$ cat src/rtl/ps2_pkg.sv
// rtl/ps2_pkg.sv - PS/2 state encoding, default timings and parity helper shared by host tx and rx
package ps2_pkg;

    localparam int DEF_INHIBIT_CYCLES = 5000;
    localparam int DEF_TIMEOUT_CYCLES = 750000;

    // Frame slot of the stop bit: slots are start, 8 data, parity, stop.
    localparam logic [3:0] LAST_BIT = 4'd10;

    typedef enum logic [2:0] {
        IDLE,
        INHIBIT,
        REQ,
        SEND,
        WAIT_RELEASE
    } ps2State_t;

    function automatic logic oddParity(input logic [7:0] d);
        return ~^d;
    endfunction

endpackage

$ cat src/rtl/ps2_edge_filter.sv
// rtl/ps2_edge_filter.sv - PS/2 line synchronizers and glitch-filtered clock falling-edge detector
module ps2_edge_filter (
    input  logic Clk,
    input  logic Reset,
    input  logic ClkKB,
    input  logic DataKB,
    output logic ClkSync,
    output logic DataSync,
    output logic FallEvt
);

    logic [1:0] clkMeta;
    logic [1:0] dataMeta;
    logic [1:0] clkHist;

    always_ff @(posedge Clk or negedge Reset) begin
        if (!Reset) begin
            clkMeta  <= 2'b11;
            dataMeta <= 2'b11;
            clkHist  <= 2'b11;
        end else begin
            clkMeta  <= {clkMeta[0], ClkKB};
            dataMeta <= {dataMeta[0], DataKB};
            clkHist  <= {clkHist[0], clkMeta[1]};
        end
    end

    assign ClkSync  = clkMeta[1];
    assign DataSync = dataMeta[1];

    // High, then low on two consecutive samples: a single low sample never fires.
    assign FallEvt = clkHist[1] & ~clkHist[0] & ~clkMeta[1];

endmodule

$ cat src/rtl/ps2_host_tx.sv
// rtl/ps2_host_tx.sv - PS/2 host-to-device command byte transmitter with ACK check and timeout
module ps2_host_tx
    import ps2_pkg::*;
#(
    parameter int INHIBIT_CYCLES = DEF_INHIBIT_CYCLES,
    parameter int TIMEOUT_CYCLES = DEF_TIMEOUT_CYCLES
) (
    input  logic       Clk,
    input  logic       Reset,
    input  logic       ClkKB,
    input  logic       DataKB,
    output logic       ClkKB_oe,
    output logic       DataKB_oe,
    input  logic       Start,
    input  logic [7:0] TxData,
    output logic       Busy,
    output logic       Done,
    output logic       Error
);

    localparam int CNT_MAX = (INHIBIT_CYCLES > TIMEOUT_CYCLES) ? INHIBIT_CYCLES : TIMEOUT_CYCLES;
    localparam int CNT_W   = $clog2(CNT_MAX + 1);
    localparam logic [CNT_W-1:0] INHIBIT_LAST = CNT_W'(INHIBIT_CYCLES - 1);
    localparam logic [CNT_W-1:0] TIMEOUT_LAST = CNT_W'(TIMEOUT_CYCLES - 1);

    ps2State_t        state;
    ps2State_t        nextState;
    logic [7:0]       txByte;
    logic             parity;
    logic [3:0]       bitIdx;
    logic [3:0]       nextIdx;
    logic [CNT_W-1:0] cycCnt;
    logic [10:0]      frame;
    logic             clkSync;
    logic             dataSync;
    logic             fallEvt;

    ps2_edge_filter uEdge (
        .Clk      (Clk),
        .Reset    (Reset),
        .ClkKB    (ClkKB),
        .DataKB   (DataKB),
        .ClkSync  (clkSync),
        .DataSync (dataSync),
        .FallEvt  (fallEvt)
    );

    assign frame   = {1'b1, parity, txByte, 1'b0};
    assign nextIdx = bitIdx + 4'd1;
    assign Busy    = (state != IDLE);

    always_ff @(posedge Clk or negedge Reset) begin
        if (!Reset) begin
            state <= IDLE;
        end else begin
            state <= nextState;
        end
    end

    always_comb begin
        nextState = state;
        ClkKB_oe  = 1'b0;
        DataKB_oe = 1'b0;
        Done      = 1'b0;
        Error     = 1'b0;
        case (state)
            IDLE: begin
                if (Start) nextState = INHIBIT;
            end
            INHIBIT: begin
                ClkKB_oe = 1'b1;
                if (cycCnt == INHIBIT_LAST) nextState = REQ;
            end
            REQ: begin
                ClkKB_oe  = 1'b1;
                DataKB_oe = 1'b1;
                nextState = SEND;
            end
            SEND: begin
                // The line moves to the next slot in the very cycle the fall is seen.
                if (fallEvt) begin
                    if (bitIdx == LAST_BIT) begin
                        Done      = ~dataSync;
                        Error     = dataSync;
                        nextState = WAIT_RELEASE;
                    end else begin
                        DataKB_oe = ~frame[nextIdx];
                    end
                end else if (cycCnt == TIMEOUT_LAST) begin
                    Error     = 1'b1;
                    nextState = WAIT_RELEASE;
                end else begin
                    DataKB_oe = ~frame[bitIdx];
                end
            end
            WAIT_RELEASE: begin
                if (clkSync && dataSync) nextState = IDLE;
            end
            default: nextState = IDLE;
        endcase
    end

    always_ff @(posedge Clk or negedge Reset) begin
        if (!Reset) begin
            txByte <= 8'h00;
            parity <= 1'b0;
            bitIdx <= 4'd0;
            cycCnt <= '0;
        end else begin
            if (state == IDLE && Start) begin
                txByte <= TxData;
                parity <= oddParity(TxData);
            end
            if (state == REQ) begin
                bitIdx <= 4'd0;
            end else if (state == SEND && fallEvt) begin
                bitIdx <= nextIdx;
            end
            // Our own inhibit pull also produces a fall, so only SEND falls restart the count.
            if (nextState != state || state == IDLE || state == WAIT_RELEASE ||
                (state == SEND && fallEvt)) begin
                cycCnt <= '0;
            end else begin
                cycCnt <= cycCnt + 1'b1;
            end
        end
    end

endmodule

$ cat config.mk
export PLATFORM = sky130hd
export DESIGN_NAME = ps2_host_tx
export DESIGN_NICKNAME = d
export VERILOG_FILES = /design/src/rtl/ps2_pkg.sv /design/src/rtl/ps2_edge_filter.sv /design/src/rtl/ps2_host_tx.sv
export SDC_FILE = /design/constraint.sdc
export NUM_CORES = 1
export LEC_CHECK = 0
export ABC_AREA = 1
export ABC_CLOCK_PERIOD_IN_PS = 3270
export CORE_UTILIZATION = 56
export DETAILED_ROUTE_END_ITERATION = 8
export PLACE_DENSITY = 0.77
export SETUP_SLACK_MARGIN = 0.15
export SYNTH_ARGS = -nofsm -noshare
export SYNTH_HDL_FRONTEND = slang
export SYNTH_HIERARCHICAL = 1
export SYNTH_SLANG_ARGS = --single-unit
export TNS_END_PERCENT = 30
$ cat constraint.sdc
create_clock -name Clk -period 3.27 [get_ports Clk]
set_clock_uncertainty 0.15 [all_clocks]
set_input_delay 0.981 -clock Clk [delete_from_list [all_inputs] [get_ports Clk]]
set_output_delay 0.981 -clock Clk [all_outputs]
set_load 0.05 [all_outputs]
-- Word-level counts from Yosys, hierarchy flattened
Cells that the tools add are included.
- register bits: 42
- bits of input ports: 13
- word-level logic and storage cells: 64
- add/subtract/negate cells: 2
- order comparisons: 2
- eq/ne operators: 8
- multiplexer cells: 26
- bitwise gates (word level): 7
- reductions and logical operators: 11
- operators with widths (kind ; number):
    20-bit by 1-bit adder with 20-bit output (second input constant) ; 1
    20-bit by 13-bit equality test with 1-bit output (second input constant) ; 1
    20-bit equality test (second input constant) ; 1
    20-bit two-way mux ; 1
    3-bit two-way mux ; 6
    3-bit case mux with 5 select lines ; 1
    1-bit two-way mux ; 13
    4-bit by 5-bit less-than comparator with 1-bit output (second input constant) ; 2
    1-bit binary-select mux with 4-bit select ; 2
    4-bit two-way mux ; 2
    8-bit XNOR reduction ; 1
    3-bit by 2-bit equality test with 1-bit output (second input constant) ; 2
    1-bit NOT ; 5
    4-bit by 1-bit adder with 4-bit output (second input constant) ; 1
    4-bit equality test (second input constant) ; 1
    3-bit by 1-bit equality test with 1-bit output (second input constant) ; 1
    3-bit equality test (second input constant) ; 1
    1-bit logical AND ; 3
    3-bit logical NOT ; 1
    1-bit logical OR ; 3
    3-bit != test ; 1
    3-bit nonzero test ; 1
    1-bit AND ; 2
    1-bit case mux with 2 select lines ; 1
    other kinds (2) ; 2

-- Logic depth before layout (Yosys ltp)
- word-level depth: 10
- mapped depth: 14
- gate-level depth less buffers: 13

-- Cells and area by module
Netlist, hierarchy kept.
- modules (own cells, without submodules) (module ; times used ; cells each ; area an instance (um^2) ; seq. area each (um^2)):
    ps2_host_tx ; 1 ; 291 ; 2337.2 ; 900.9
    ps2_edge_filter ; 1 ; 9 ; 171.4 ; 157.7

-- Worst setup path before layout
Ideal clock, no wire load.
- path kind: flip-flop to output port
- start: register bitIdx[0]
- end: output port Done
- arrival time: 1986 ps
- data required time: 2139 ps
- setup slack: 153 ps
- stages on the path, launching flop included: 6
- buffers on the path: 0
- path through: dfrtp_1 clkinv_1 ha_1 and3_1 nand2_2 nor3_1
- word-level cells in the longest chain between the ends: 4
- RTL lines (item ; RTL line ; RTL):
    from (decl) ; ps2_host_tx.sv:30 ; logic [3:0] bitIdx;
    from (signal assigned) ; ps2_host_tx.sv:117 ; bitIdx <= nextIdx;
    4-bit equality test ; ps2_host_tx.sv:82 ; if (bitIdx == LAST_BIT) begin
    1-bit two-way mux ; ps2_host_tx.sv:82 ;
    1-bit two-way mux ; ps2_host_tx.sv:81 ; if (fallEvt) begin
    1-bit two-way mux ; ps2_host_tx.sv:66 ; case (state)
    to (decl) ; ps2_host_tx.sv:17 ; output logic Done,
Every way passes these cells.

-- Worst setup path after layout
- start: register bitIdx[0]
- end: output port DataKB_oe
- word-level cells in the longest chain between the ends: 7
- elaborated cells between the ends (all ways): 12
- those cells by class: add/sub: 1; eq/ne: 1; mux: 8; bitwise: 2
- RTL lines (item ; RTL line ; RTL):
    4-bit by 1-bit adder with 4-bit output ; ps2_host_tx.sv:49 ; assign nextIdx = bitIdx + 4'd1;
    1-bit binary-select mux with 4-bit select ; ps2_host_tx.sv:87 ; DataKB_oe = ~frame[nextIdx];
    1-bit two-way mux (not written as such) ; ps2_host_tx.sv:87 ;
    1-bit NOT ; ps2_host_tx.sv:87 ;
    1-bit two-way mux ; ps2_host_tx.sv:82 ;
    1-bit two-way mux * ; ps2_host_tx.sv:81 ;
    1-bit case mux with 2 select lines * ; ps2_host_tx.sv:66 ;
    to (decl) ; ps2_host_tx.sv:13 ; output logic DataKB_oe,
Mark *: on every way between the ends. The rest lies on a longest branch, timed or not. The select of a mux whose other input is x is not followed.

==> results.md <==
Status:
- The flow ran to the end, and the final reports show no timing, DRC or antenna violations.

Synthesis:
- The mean instance size in the synthesized netlist is 8.362 sq um.
- The net count of the mapped netlist is between 300 and 400.
- The primary flip-flop cell chosen by synthesis mapping is sky130_fd_sc_hd__dfrtp_1.
- Synthesis produced a netlist whose cell count is 300.
- The total of warnings raised by yosys is 6.
- The number of unique standard cell types used by synthesis is 36.
- Sequential elements use 42.19% of the synthesized area.
- The async set-reset flop share out of synthesis is 100.0%.
- The synthesized netlist occupies a cell area of about 0.0025 sq mm.
- Counting flops and latches in the post-synthesis netlist gives 42.
- The synthesized design contains 0 enable-type register cells.

Drt:
- The post-detailed-routing wire length is 5009 um.
- After detailed routing, the number of vias per cell comes to 5.347.
- The routed wire length per instance is roughly 13 um.
- The routed layout has slightly above 2000 vias.
- The first-pass iteration count of the detailed router is 4.
- The number of nets still failing antenna checks after routing is 0.
- After the first detailed-routing iteration, the DRC count stood at ~150.
- For this run, design rule violations remaining after detail routing come to 0.

Power:
- The power density over the cells is roughly 330 mW/mm^2.
- The part of the total power dissipated in the clock network is between 40% and 50%.
- The worst-case vdd ir drop is approximately 0.23 mV.
- The cell-internal power is 0.0007972 W.
- Combinational logic burns under 10% of the power.
- Per report_power, the sequential group accounts for a little over half of the total.
- For this design the total switching power over the nets is ~0.00020 W.
- The leakage power is approximately 1.3 nW.
- Of the total power, the share spent switching nets is a little under 20%.

Clock tree:
- The tree built by TritonCTS fans out to 42 sinks.
- In this run the clock root is driven by a sky130_fd_sc_hd__clkbuf_8.
- In this run the number of H-tree levels came out at 2.
- After clock tree synthesis, the clock-pin slew on the worst setup and hold paths is 0.08 ns.
- The number of buffers between clock root and the deepest sink is 2.
- The number of buffers inserted during clock tree synthesis is 5.
- The clock tree from TritonCTS is built.
- The clock insertion delay at the later pin of the skew report is just under 0.3 ns.
- The number of hold buffers added after cts is 0.

Global routing:
- Across every metal layer, demand over resource in global routing totals around a quarter.
- The first global-routing pass estimated between 8000 and 9000 um of wire.
- The number of global-route vias before repair came to ~1900.
- The maximum number of pins on one net before global-route repair is 43.
- After global routing the overflow that remains totals 0.
- The initial antenna violation count is 0.

Timing:
- The minimum clock period is around 3.1 ns.
- Derived from the worst setup path, the maximum achievable clock frequency is ~320 MHz.
- The worst-margin pin slew is between 0.8 and 0.9 ns.
- The relative slew slack is between 40% and 50%.
- In the final timing run, aggregate negative setup slack is 0 ns.
- Setup violations remaining at the end of the flow were counted as 0.
- The number of slew-limit violations in the final report was 0.
- The number of hold violations in the final report is 0.
- Setup repair after global routing could not meet its margin everywhere.
- Of the available clock period, the critical path in the final layout requires 95.64%.

Worst setup path:
- The maximum fanout along the worst path is 5.
- The setup path with the least slack is of type reg -> out.
- The startpoint type of the worst setup path is a flip-flop.
- The reg-to-reg startpoint is cycCnt[0]$_DFF_PN0_.
- The maximum single-stage delay on the critical path is between 0.4 and 0.5 ns.
- The kind of end point of the critical path is an output port.
- Tracing the worst setup path back leads to its startpoint at bitIdx[0]$_DFFE_PN0P_.
- STA puts the critical path data arrival time at 2.00 ns.
- Walking the worst path, the cells encountered are buf_6 > ha_4 > xor2_2 > inv_1 > nand2_1 > nor2_1 > nor3_1 > nand2_1 > nand3_2 > nand3_2 > inv_2 > buf_12.
- The largest individual stage delay along the critical path comes from the cell sky130_fd_sc_hd__dfrtp_1.
- Together, buffers and inverters on the worst path number 4.
- The kind of cell with the highest combined delay along the critical path is simple AND/OR/NAND/NOR gates.
- The data required time at the worst endpoint is roughly 2.1 ns.

Die:
- The die is 68.93 um wide.
- The total die area is between 0.004 and 0.005 sq mm.
- The initial cell density of the core is between 60% and 70%.
- The standard cell core area is around 0.0041 sq mm.
- The count of pins on the block boundary is 18.
- The height of the chip is approximately 69 um.
- The number of rows created at floorplan is 23.

Flow run:
- The tool flagged a number of max-cap violations equal to 0.

Placed design:
- The congestion estimate from routability-driven global placement came to between 0.8 and 0.9.
- The cell total after placement is ~360.
- Buffers placed on the I/O ports in this run total 17.
- The HPWL after detailed placement is 3572 um.

Final layout:
- The post-synthesis to final-layout area growth is 18.45%.
- The number of nets in the layout is approximately 350.
- The antenna cell count is 0.
- The fraction of final layout cells sized beyond drive strength 1 is 26.97%.
- Leaving out filler cells and counting taps, the final layout contains 380.

Min path:
- In this run the most critical hold path is launched from uEdge/clkMeta[0]$_DFF_PN1_.
- The worst hold path class is reg -> reg.
-- per-stage QoR --
stage | setup slack, ns | util, % | cell area, sq um | hold WS, ns | power, W
finish | 0.1425 | 71.71 | 2972 | 0.2075 | 0.0009934
global route | 0.02929 | 71.71 | 2972 | 0.2161 | 0.001027
CTS | 0.1175 | 69.23 | 2869 | 0.2084 | 0.001007
detailed placement | 0.3510 | 65.91 | 2731 | 0.1968 | 0.0005827
global placement | 0.4069 | 65.91 | 2731 | 0.1954 | 0.0005819
floorplan | 0.1532 | - | 2509 | 0.1952 | 0.0005540
-- final cells by class --
class / count / area, sq um
tap: 50 / 62.56
clock inverter: 1 / 30.03
timing repair buffer: 28 / 271.5
inverter: 40 / 151.4
sequential: 42 / 1060
multi-input combinational: 212 / 1310
fill: 336 / 1172
clock buffer: 7 / 86.33
-- per-layer routing --
layer / track usage, % / part of all wire [%] / wire length, um / vias to the layer above
met5: 0 / 0 / 0 / -
met4: 8.929 / 2.0 / 99 / 0
met1: 31.40 / 44 / 2229 / 936
met3: 3.618 / 5.2 / 259 / 11
met2: 40.90 / 48 / 2421 / 69
li1: - / - / - / 1016
-- cells in the mapped netlist (3+ instances only) --
master	count	area [sq um]
sky130_fd_sc_hd__ha_1	4	50.05
sky130_fd_sc_hd__xor2_1	13	113.9
sky130_fd_sc_hd__nor2_2	25	156.4
sky130_fd_sc_hd__nor2_4	3	33.78
sky130_fd_sc_hd__inv_2	3	11.26
sky130_fd_sc_hd__a21oi_1	8	40.04
sky130_fd_sc_hd__mux2_2	6	67.56
sky130_fd_sc_hd__nor3_1	5	25.02
sky130_fd_sc_hd__nand2_1	47	176.4
sky130_fd_sc_hd__nor2_1	27	101.4
sky130_fd_sc_hd__inv_1	35	131.4
sky130_fd_sc_hd__xnor2_1	9	78.83
sky130_fd_sc_hd__dfrtp_1	36	900.9
sky130_fd_sc_hd__dfstp_2	6	157.7
sky130_fd_sc_hd__nand3_1	26	130.1
sky130_fd_sc_hd__o22ai_1	4	25.02
sky130_fd_sc_hd__nand2_2	6	37.54
sky130_fd_sc_hd__o21ai_0	11	55.05
-- cells by family after synthesis --
group | after synthesis | share of synthesized area, %
mux | 6 | 2.693
compound gates | 29 | 6.583
xor+xnor | 22 | 7.681
buf+inv | 46 | 7.781
simple gates | 151 | 31.07
flops | 42 | 42.19
fa+ha+maj | 4 | 1.995
-- sequential cells by signal (all words and copies together), names as in the netlist --
name / count
uEdge/clkMeta: 2
parity: 1
txByte: 8
uEdge/dataMeta: 2
cycCnt: 20
state: 3
uEdge/clkHist: 2
bitIdx: 4
-- placed cells by master, fill, tap and decap left out, drive strengths merged --
cell type	n
nor2	56
nand2	54
inv	38
dfrtp	36
nand3	27
buf	15
xor2	13
clkdlybuf4s50	12
o21ai	11
xnor2	9
a21oi	8
clkbuf	7
mux2	6
dfstp	6
nor3	6
o22ai	4
ha	4
nand4	3
nor4	2
a31oi	2
o211ai	2
clkinv	2
or2	2
and3	1
a211o	1
o21bai	1
bufinv	1
dlygate4sd2	1
-- final timing paths --
kind / endpoint / slack [ns] / cells past startpoint
worst max-delay path: DataKB_oe / 0.14 / 12
worst min-delay path: uEdge/clkMeta[1]$_DFF_PN1_ / 0.21 / 0
worst max register to register: cycCnt[10]$_DFF_PN0_ / 1.17 / 11
worst min register to register: uEdge/clkMeta[1]$_DFF_PN1_ / 0.21 / 0
max in group asynchronous: bitIdx[1]$_DFFE_PN0P_ / 1.70 / 1
min in group asynchronous: txByte[3]$_DFFE_PN0P_ / 0.66 / 1
-- repair_timing --
item / CTS / global route
endpoints found under the hold margin: 0 / 0
setup buffers: 1 / 7
setup endpoints to repair: 2 / 1
gates resized for setup: 5 / 11
pin swaps: 0 / 7
-- power groups by stage --
stage	Clock [W]	Combinational [W]	Sequential, W
floorplan	0	0.0000166	0.000537
global placement	0	0.0000441	0.000538
detailed placement	0	0.0000449	0.000538
CTS	0.000435	0.0000450	0.000528
global route	0.000449	0.0000496	0.000528
finish	0.000422	0.0000441	0.000528
Power figures use the tool's default switching activity.
